### src/rtl/iomem_gpio_disp_pkg.sv
// rtl/iomem_gpio_disp_pkg.sv - shared register map and CTRL layout for iomem_gpio_disp
package iomem_gpio_pkg;

  // Word offsets, i.e. iomem_addr[7:2]
  localparam logic [5:0] OFF_LED    = 6'h00;
  localparam logic [5:0] OFF_DIGIT0 = 6'h01;
  localparam logic [5:0] OFF_CTRL   = 6'h10;
  localparam logic [5:0] OFF_STATUS = 6'h11;
  localparam logic [5:0] OFF_INPUT  = 6'h12;

  localparam logic [8:0] CTRL_RESET      = 9'h1FF;
  localparam int         CTRL_BRIGHT_LSB = 0;
  localparam int         CTRL_EN_BIT     = 8;

  function automatic logic [31:0] byte_merge(input logic [31:0] old_v,
                                             input logic [31:0] new_v,
                                             input logic [3:0]  strb);
    logic [31:0] r;
    r = old_v;
    for (int j = 0; j < 4; j++)
      if (strb[j]) r[j*8 +: 8] = new_v[j*8 +: 8];
    return r;
  endfunction

endpackage

### src/rtl/iomem_gpio_disp_seg_scanner.sv
// rtl/iomem_gpio_disp_seg_scanner.sv - multiplexed seven-segment scanner with PWM brightness
module seg_scanner
  import iomem_gpio_pkg::*;
#(
  parameter int NUM_DIGITS    = 4,
  parameter int SCAN_DIV_BITS = 15
) (
  input  logic                    clk_pll,
  input  logic                    resetn,
  input  logic [8*NUM_DIGITS-1:0] digits_i,
  input  logic [8:0]              ctrl_i,
  output logic [7:0]              seg_data_o,
  output logic [NUM_DIGITS-1:0]   seg_sel_n_o,
  output logic [3:0]              digit_o,
  output logic                    blank_o
);

  logic [SCAN_DIV_BITS-1:0] pre_q;
  logic [3:0]               digit_q;
  logic [7:0]               seg_data_q;
  logic [NUM_DIGITS-1:0]    sel_n_q;
  logic                     blank_q;
  logic [7:0]               duty;
  logic [7:0]               bright;
  logic                     lit;

  assign duty   = pre_q[SCAN_DIV_BITS-1 -: 8];
  assign bright = ctrl_i[CTRL_BRIGHT_LSB +: 8];
  // duty==0 is the anti-ghosting guard at the start of every digit slot
  assign lit    = ctrl_i[CTRL_EN_BIT] && (duty != 8'd0) && (duty < bright);

  always_ff @(posedge clk_pll) begin
    if (!resetn) begin
      pre_q      <= '0;
      digit_q    <= '0;
      seg_data_q <= '0;
      sel_n_q    <= '1;
      blank_q    <= 1'b1;
    end else begin
      pre_q <= pre_q + 1'b1;
      if (&pre_q)
        digit_q <= (digit_q == 4'(NUM_DIGITS - 1)) ? 4'd0 : digit_q + 4'd1;
      blank_q    <= !lit;
      sel_n_q    <= lit ? ~(NUM_DIGITS'(1) << digit_q) : '1;
      seg_data_q <= lit ? digits_i[{digit_q, 3'b000} +: 8] : 8'h00;
    end
  end

  assign seg_data_o  = seg_data_q;
  assign seg_sel_n_o = sel_n_q;
  assign digit_o     = digit_q;
  assign blank_o     = blank_q;

endmodule

### src/rtl/iomem_gpio_disp.sv
// rtl/iomem_gpio_disp.sv - iomem slave: LED bank, segment display, CTRL/STATUS; GPIO_INPUT_EN adds gpio_in
module iomem_gpio_disp
  import iomem_gpio_pkg::*;
#(
  parameter logic [7:0] BASE_HI       = 8'h03,
  parameter int         LED_WIDTH     = 32,
  parameter int         NUM_DIGITS    = 4,
  parameter int         SCAN_DIV_BITS = 15
) (
  input  logic                  clk_pll,
  input  logic                  resetn,
  input  logic                  iomem_valid,
  output logic                  iomem_ready,
  input  logic [3:0]            iomem_wstrb,
  input  logic [31:0]           iomem_addr,
  input  logic [31:0]           iomem_wdata,
  output logic [31:0]           iomem_rdata,
  output logic [LED_WIDTH-1:0]  leds,
  output logic [7:0]            seg_data,
  output logic [NUM_DIGITS-1:0] seg_sel_n
`ifdef GPIO_INPUT_EN
  ,
  input  logic [31:0]           gpio_in
`endif
);

  logic                    ready_q;
  logic [31:0]             rdata_q;
  logic [LED_WIDTH-1:0]    leds_q, leds_d;
  logic [8:0]              ctrl_q, ctrl_d;
  logic [8*NUM_DIGITS-1:0] digits_q, digits_d;
  logic [31:0]             rd, led_merge;
  logic [5:0]              off;
  logic                    hit, wr;
  logic [3:0]              digit_idx;
  logic                    blank;
  logic                    unused_addr_bits;

  assign off              = iomem_addr[7:2];
  assign hit              = iomem_valid && !ready_q && (iomem_addr[31:24] == BASE_HI);
  assign wr               = hit && (|iomem_wstrb);
  assign unused_addr_bits = ^{iomem_addr[23:8], iomem_addr[1:0]};

`ifdef GPIO_INPUT_EN
  logic [31:0] sync1_q, in_sync_q;
  always_ff @(posedge clk_pll) begin
    if (!resetn) begin
      sync1_q   <= '0;
      in_sync_q <= '0;
    end else begin
      sync1_q   <= gpio_in;
      in_sync_q <= sync1_q;
    end
  end
`endif

  // rd is taken from current register values, so a write acks with the old contents
  always_comb begin
    leds_d    = leds_q;
    ctrl_d    = ctrl_q;
    digits_d  = digits_q;
    rd        = '0;
    led_merge = byte_merge(32'(leds_q), iomem_wdata, iomem_wstrb);
    case (off)
      OFF_LED: begin
        rd = 32'(leds_q);
        if (wr) leds_d = led_merge[LED_WIDTH-1:0];
      end
      OFF_CTRL: begin
        rd = 32'(ctrl_q);
        if (wr && iomem_wstrb[0]) ctrl_d[7:0] = iomem_wdata[7:0];
        if (wr && iomem_wstrb[1]) ctrl_d[8]   = iomem_wdata[8];
      end
      OFF_STATUS: rd = {27'd0, blank, digit_idx};
`ifdef GPIO_INPUT_EN
      OFF_INPUT:  rd = in_sync_q;
`endif
      default: ;
    endcase
    for (int d = 0; d < NUM_DIGITS; d++) begin
      if (off == 6'(int'(OFF_DIGIT0) + d / 4)) begin
        rd[(d % 4)*8 +: 8] = digits_q[d*8 +: 8];
        if (wr && iomem_wstrb[d % 4]) digits_d[d*8 +: 8] = iomem_wdata[(d % 4)*8 +: 8];
      end
    end
  end

  always_ff @(posedge clk_pll) begin
    if (!resetn) begin
      ready_q  <= 1'b0;
      rdata_q  <= '0;
      leds_q   <= '0;
      ctrl_q   <= CTRL_RESET;
      digits_q <= '0;
    end else begin
      ready_q <= hit;
      if (hit) rdata_q <= rd;
      leds_q   <= leds_d;
      ctrl_q   <= ctrl_d;
      digits_q <= digits_d;
    end
  end

  seg_scanner #(
    .NUM_DIGITS   (NUM_DIGITS),
    .SCAN_DIV_BITS(SCAN_DIV_BITS)
  ) u_scan (
    .clk_pll    (clk_pll),
    .resetn     (resetn),
    .digits_i   (digits_q),
    .ctrl_i     (ctrl_q),
    .seg_data_o (seg_data),
    .seg_sel_n_o(seg_sel_n),
    .digit_o    (digit_idx),
    .blank_o    (blank)
  );

  assign iomem_ready = ready_q;
  assign iomem_rdata = rdata_q;
  assign leds        = leds_q;

endmodule
### config.mk
export PLATFORM = sky130hd
export DESIGN_NAME = iomem_gpio_disp
export DESIGN_NICKNAME = d
export VERILOG_FILES = /design/src/rtl/iomem_gpio_disp_pkg.sv /design/src/rtl/iomem_gpio_disp_seg_scanner.sv /design/src/rtl/iomem_gpio_disp.sv
export SDC_FILE = /design/constraint.sdc
export NUM_CORES = 1
export LEC_CHECK = 0
export ABC_AREA = 1
export BUFFER_PORTS_ARGS = -buffer_cell sky130_fd_sc_hd__buf_4
export CORE_MARGIN = 4
export CORE_UTILIZATION = 40
export CTS_CLUSTER_SIZE = 25
export DETAILED_ROUTE_END_ITERATION = 8
export MAX_ROUTING_LAYER = met4
export PLACE_DENSITY = 0.7
export SETUP_SLACK_MARGIN = 0.3
export SLEW_MARGIN = 25
export SYNTH_ARGS = -nofsm -noshare
export SYNTH_HDL_FRONTEND = slang
export SYNTH_SLANG_ARGS = --single-unit
### constraint.sdc
create_clock -name clk_pll -period 1.5 [get_ports clk_pll]
set_input_delay 0.3 -clock clk_pll [delete_from_list [all_inputs] [get_ports clk_pll]]
set_output_delay 0.3 -clock clk_pll [all_outputs]
set_load 0.05 [all_outputs]
# Word-level counts from Yosys, hierarchy flattened
# Cells that the tools add are included.
# word_totals
out_inout_bits	77
elab_cells	60
register_bits	138
in_bits	71
# op_classes
reduce_logical	26
n_shift	2
eq_ne	5
bitwise	1
n_lt_le_gt_ge	1
muxes	6
addsub	2
# op_table
operator	n
case mux 32 bit (3 select lines)	1
2-to-1 mux 8 bit	4
indexed part select 32 x 8 -> 8 bit	1
adder 15 x 1 -> 15 bit, second input constant	1
AND reduction 15 bit	1
AND reduction 2 bit	7
== test 6 x 5 -> 1 bit, second input constant	2
AND reduction 3 bit	4
logical AND 1 bit	9
== test 8 x 2 -> 1 bit, second input constant	1
< comparator 8 bit	1
nonzero test 8 bit	1
== test 6 x 1 -> 1 bit, second input constant	1
logical NOT 6 bit	1
adder 4 x 1 -> 4 bit, second input constant	1
== test 4 x 2 -> 1 bit, second input constant	1
2-to-1 mux 4 bit	1
NOT 4 bit	1
OR reduction 4 bit	1
<< shifter 1 x 4 -> 4 bit, first input constant	1
logical NOT 1 bit	2

# Depth between registers and ports, before layout
# logic_depth
depth_word	6
mapped_depth	10
mapped_depth_nobuf	10

# Hierarchy
# Synthesis repeated with hierarchy kept, for this count alone.
# unflattened
cells_unflattened	952
area_unflattened_um2	6472.5
# by_module_without_submodules
mod	area_each_um2	cells_each	seq_area_each_um2	n_inst
iomem_gpio_disp	4657.0	680	2122.0	1
seg_scanner	1815.5	272	640.6	1

# Worst setup path after synthesis
# Ideal clock, no wire load.
# synth_path
kind	register to register
from	reg ready_q (netlist: iomem_ready)
to	reg ctrl_q[0]
path_slack_ns	-0.104
setup_ns	0.130
n_path_buf	2
required_time_ns	1.370
t_arrival_ns	1.474
stages_incl_launch_ff	9
synth_period_minus_slack_ns	1.604
path_cell_list	dfxtp_1 -> nor2_2 -> nand3_2 -> nor2_8 -> buf_12 -> buf_6 -> nand3_2 -> nand2_1 -> nand3_1
# synth_via
elab_chain_len	6
# synth_rtl
item	line	rtl
from (decl)	iomem_gpio_disp.sv:27	logic ready_q;
from (signal assigned)	iomem_gpio_disp.sv:96	ready_q <= hit;
logical NOT 1 bit	iomem_gpio_disp.sv:40	assign hit = iomem_valid && !ready_q && (iomem_addr[31:24] == BASE_HI);
logical AND 1 bit (2 in a row)	iomem_gpio_disp.sv:40	
logical AND 1 bit	iomem_gpio_disp.sv:41	assign wr = hit && (|iomem_wstrb);
logical AND 1 bit	iomem_gpio_disp.sv:71	if (wr && iomem_wstrb[0]) ctrl_d[7:0] = iomem_wdata[7:0];
AND reduction 2 bit (no source line)	n/a	
to (signal assigned)	iomem_gpio_disp.sv:99	ctrl_q <= ctrl_d;
to (decl)	iomem_gpio_disp.sv:30	logic [8:0] ctrl_q, ctrl_d;
# Every way passes these cells.
# A chain may end at the register's enable or synchronous reset.

# Worst setup path in the final report
# layout_path
from	reg ready_q (netlist: iomem_ready)
to	reg leds_q[18] (netlist: leds[18])
# layout_via
elab_chain_len	5
# layout_rtl
item	line	rtl
logical NOT 1 bit	iomem_gpio_disp.sv:40	
logical AND 1 bit (2 in a row)	iomem_gpio_disp.sv:40	
logical AND 1 bit	iomem_gpio_disp.sv:41	
AND reduction 3 bit (no source line)	n/a	
to (signal assigned)	iomem_gpio_disp.sv:98	leds_q <= leds_d;
to (decl)	iomem_gpio_disp.sv:29	logic [LED_WIDTH-1:0] leds_q, leds_d;
# Every way passes these cells.

==> out/qor.csv <==
metric,value,unit
unrepaired setup endpoints after global routing,yes,
pre-CTS setup slack,-0.1804,ns
H-tree depth,4,
Peak supply drop,0.7121,mV
CP arrival,1.93,ns
Worst-Margin Slew,0.5852,ns
Setup Skew,0.009092,ns
"CTS clk-pin slew, worst paths",0.06,ns
Multi-input gate area,3812,um^2
DR iter-0 viols,645,
gpl congestion,0.9202,
Worst slew margin,0.6099,
Cells after Synth,906,
Tot GR Track Use,0.2545,
number of routed nets with antenna violations,0,
root buf cell,clkbuf_16,
Nets,1218,
vias in the first global route,6910,
cell count after placement,1245,
post-DP HPWL,12880,um
width of the die,134.1,um
iteration count of the initial detailed-routing pass,5,
full die area,17970,um^2
grt ovf,0,
crit path kind,flip-flop to flip-flop,
Clock Latency Late Sink,0.43,ns
layout cells sized above 1,0.4900,
crit path max fanout,8,
vias per cell,5.326,
Final Setup Violations,36,
first-pass GRT wire length,35210,um
Crit path max-delay family,simple AND/OR/NAND/NOR gates,
Port-buffer cells,129,
#FFs+latches synth,138,
CP required,1.86,ns
cell taking the most area after synthesis,dfxtp_1,
Syn Std Cell Area,6356,um^2
clock buffer depth,2,
PwrDens,813.6,nW/um^2
DRC,0,
Overall Power,8.811,mW
status,finished with violations,
Vias,7254,
synth cell count leaders,"216 x nand2_1, 179 x nor2_1, 138 x dfxtp_1, 103 x inv_1, 68 x a21oi_1",
Tcrit/Tclk final,1.051,
failing checks,setup timing,
I/O pins,148,
core area,15370,um^2
area delta synth->final,70.37,%
Final min period,1.576,ns
"Seq/Total Area, Yosys",0.4346,
f_max,0.6343,GHz
total CTS buffers,17,
fin worst setup slack,-0.07648,ns
Worst Setup Start Kind,flip-flop,
Final Hold Fails,0,
Main synth FF type,dfxtp_1,
Synth area leaders,"dfxtp_1 43%, nand2_1 13%, nor2_1 11%",
largest net degree at the start of global routing,116,
max incr delay on CP,0.35,ns
Crit. End Element,flip-flop,
Die H,134.1,um
Reg area,2904,um^2
Non-Filler Instances,1362,
CTS tree,built,
Yosys Warn Count,0,
WL final,24010,um
max-slew violation count,0,
worst hold path type,input port to flip-flop,
Site Rows,45,
initial antenna violation count,0,
Antenna Cells,0,
ys async rst share,0,
"Distinct cells, synth",29,
most common cell in the netlist,nand2_1,
Mapped Nets,986,
# fillers,1062,
CP cell instances,nor2_4 -> nand3_4 -> nor2_8 -> buf_12 -> nand4_4 -> buf_6 -> nand2_2 -> nand2_1 -> nor2_1,
Avg WL per Cell,17.63,um
max cap viols,0,
Starting Density,0.4135,
Setup TNS,-0.8954,ns
"Max stage delay cell, worst path",dfxtp_4,
post-synth top area share,0.4346,
CP bufs+invs,2,
Leak,4.829,nW
"EDFF count, synth",0,
Clock Sinks,138,
syn avg cell area,7.016,um^2
## tightest hold or removal path, stage by stage
cell	delay, ns
buf_4	0.09
nor2_2	0.03
nor2_1	0.06
## per-layer routing
layer	track usage	vias to the layer above	wire length (um)
met5	-	-	0
met4	0.09502	0	990
met3	0.06339	81	1918
met2	0.4234	389	11810
met1	0.2988	3439	9293
li1	-	3345	-
## placed cells by master (no fill, tap or decap), types with 3 or more instances in the layout
master / netlist / routed
ha_1: 9 / 4
nand2_4: 0 / 3
buf_8: 0 / 81
nand4_4: 4 / 7
bufinv_16: 0 / 5
nor2_2: 3 / 20
o22ai_1: 16 / 16
clkinvlp_4: 0 / 3
nand2_2: 4 / 47
a21oi_4: 0 / 6
buf_4: 0 / 133
inv_1: 103 / 92
nor2_8: 3 / 3
buf_16: 0 / 3
o21ai_2: 0 / 15
a22oi_1: 11 / 6
nand2_1: 216 / 170
dfxtp_4: 0 / 12
o21ai_0: 46 / 20
nand3_2: 2 / 6
clkbuf_8: 0 / 4
nor2_1: 179 / 148
dfxtp_2: 0 / 77
buf_6: 8 / 18
buf_12: 1 / 10
nor2_4: 0 / 14
nand4_1: 14 / 14
nand3_4: 4 / 12
a22oi_2: 0 / 5
ha_4: 0 / 5
nand3_1: 28 / 20
inv_2: 2 / 11
a21oi_2: 0 / 33
dfxtp_1: 138 / 49
clkbuf_16: 0 / 18
o21ai_1: 0 / 10
nor3_1: 7 / 4
a21oi_1: 68 / 29
## where the power goes
| part | total (mW) | internal (mW) | switching, mW |
|---|---|---|---|
| registers | 3.66 | 3.65 | 0.0102 |
| clock network | 4.78 | 3.13 | 1.65 |
| logic | 0.367 | 0.154 | 0.213 |
| total | 8.81 | 6.94 | 1.87 |
## through the flow
| step | util | cell area (um^2) | hold slack (ns) |
|---|---|---|---|
| after floorplan | - | 6445 | 0.4198 |
| after global placement | 0.5066 | 7787 | 0.4293 |
| after detailed placement | 0.5066 | 7787 | 0.4380 |
| after CTS | 0.6636 | 10200 | 0.1028 |
| after global routing | 0.7045 | 10830 | 0.1080 |
| final | 0.7045 | 10830 | 0.1007 |
## worst paths after layout
check,from,endpoint,slack (ns),depth (start not counted)
max,iomem_ready,leds[18],-0.08,9
min,iomem_wdata[17],leds[17],0.10,3
max reg2reg,iomem_ready,leds[18],-0.08,9
min reg2reg,digits_q[9],iomem_rdata[9],0.46,2
## registers in the layout, summed over array words and instances, names as in the netlist
name                flops
ctrl_q                  9
leds                   32
u_scan.pre_q           15
u_scan.blank_o          1
u_scan.seg_data_o       8
u_scan.seg_sel_n_o      4
iomem_ready             1
digits_q               32
u_scan.digit_o          4
iomem_rdata            32
## final cells by class
cell class	count	share of cell area
repair buffers	246	0.2516
well taps	211	0.02438
clock inverters	10	0.01722
repair inverters	2	0.003351
clock buffers	22	0.04471
flip-flops and latches	138	0.2682
inverters	106	0.03848
multi-input cells	627	0.3521
## what timing repair did
item	4_1_cts	5_1_grt
pin swaps	39	39
setup endpoints to repair	206	209
resized for setup	377	133
buffers inserted	53	18
hold buffers	0	0
gates cloned	13	1
## cells by family after synthesis
group                    synth area share
adder cells (fa/ha/maj)           0.01772
AND/OR/NAND/NOR                    0.3207
flip-flops                         0.4346
buffers and inverters              0.1045
XOR/XNOR                         0.002756
AO/OA/AOI/OAI                      0.1197
Note: power is estimated with default switching activity, not from simulation.
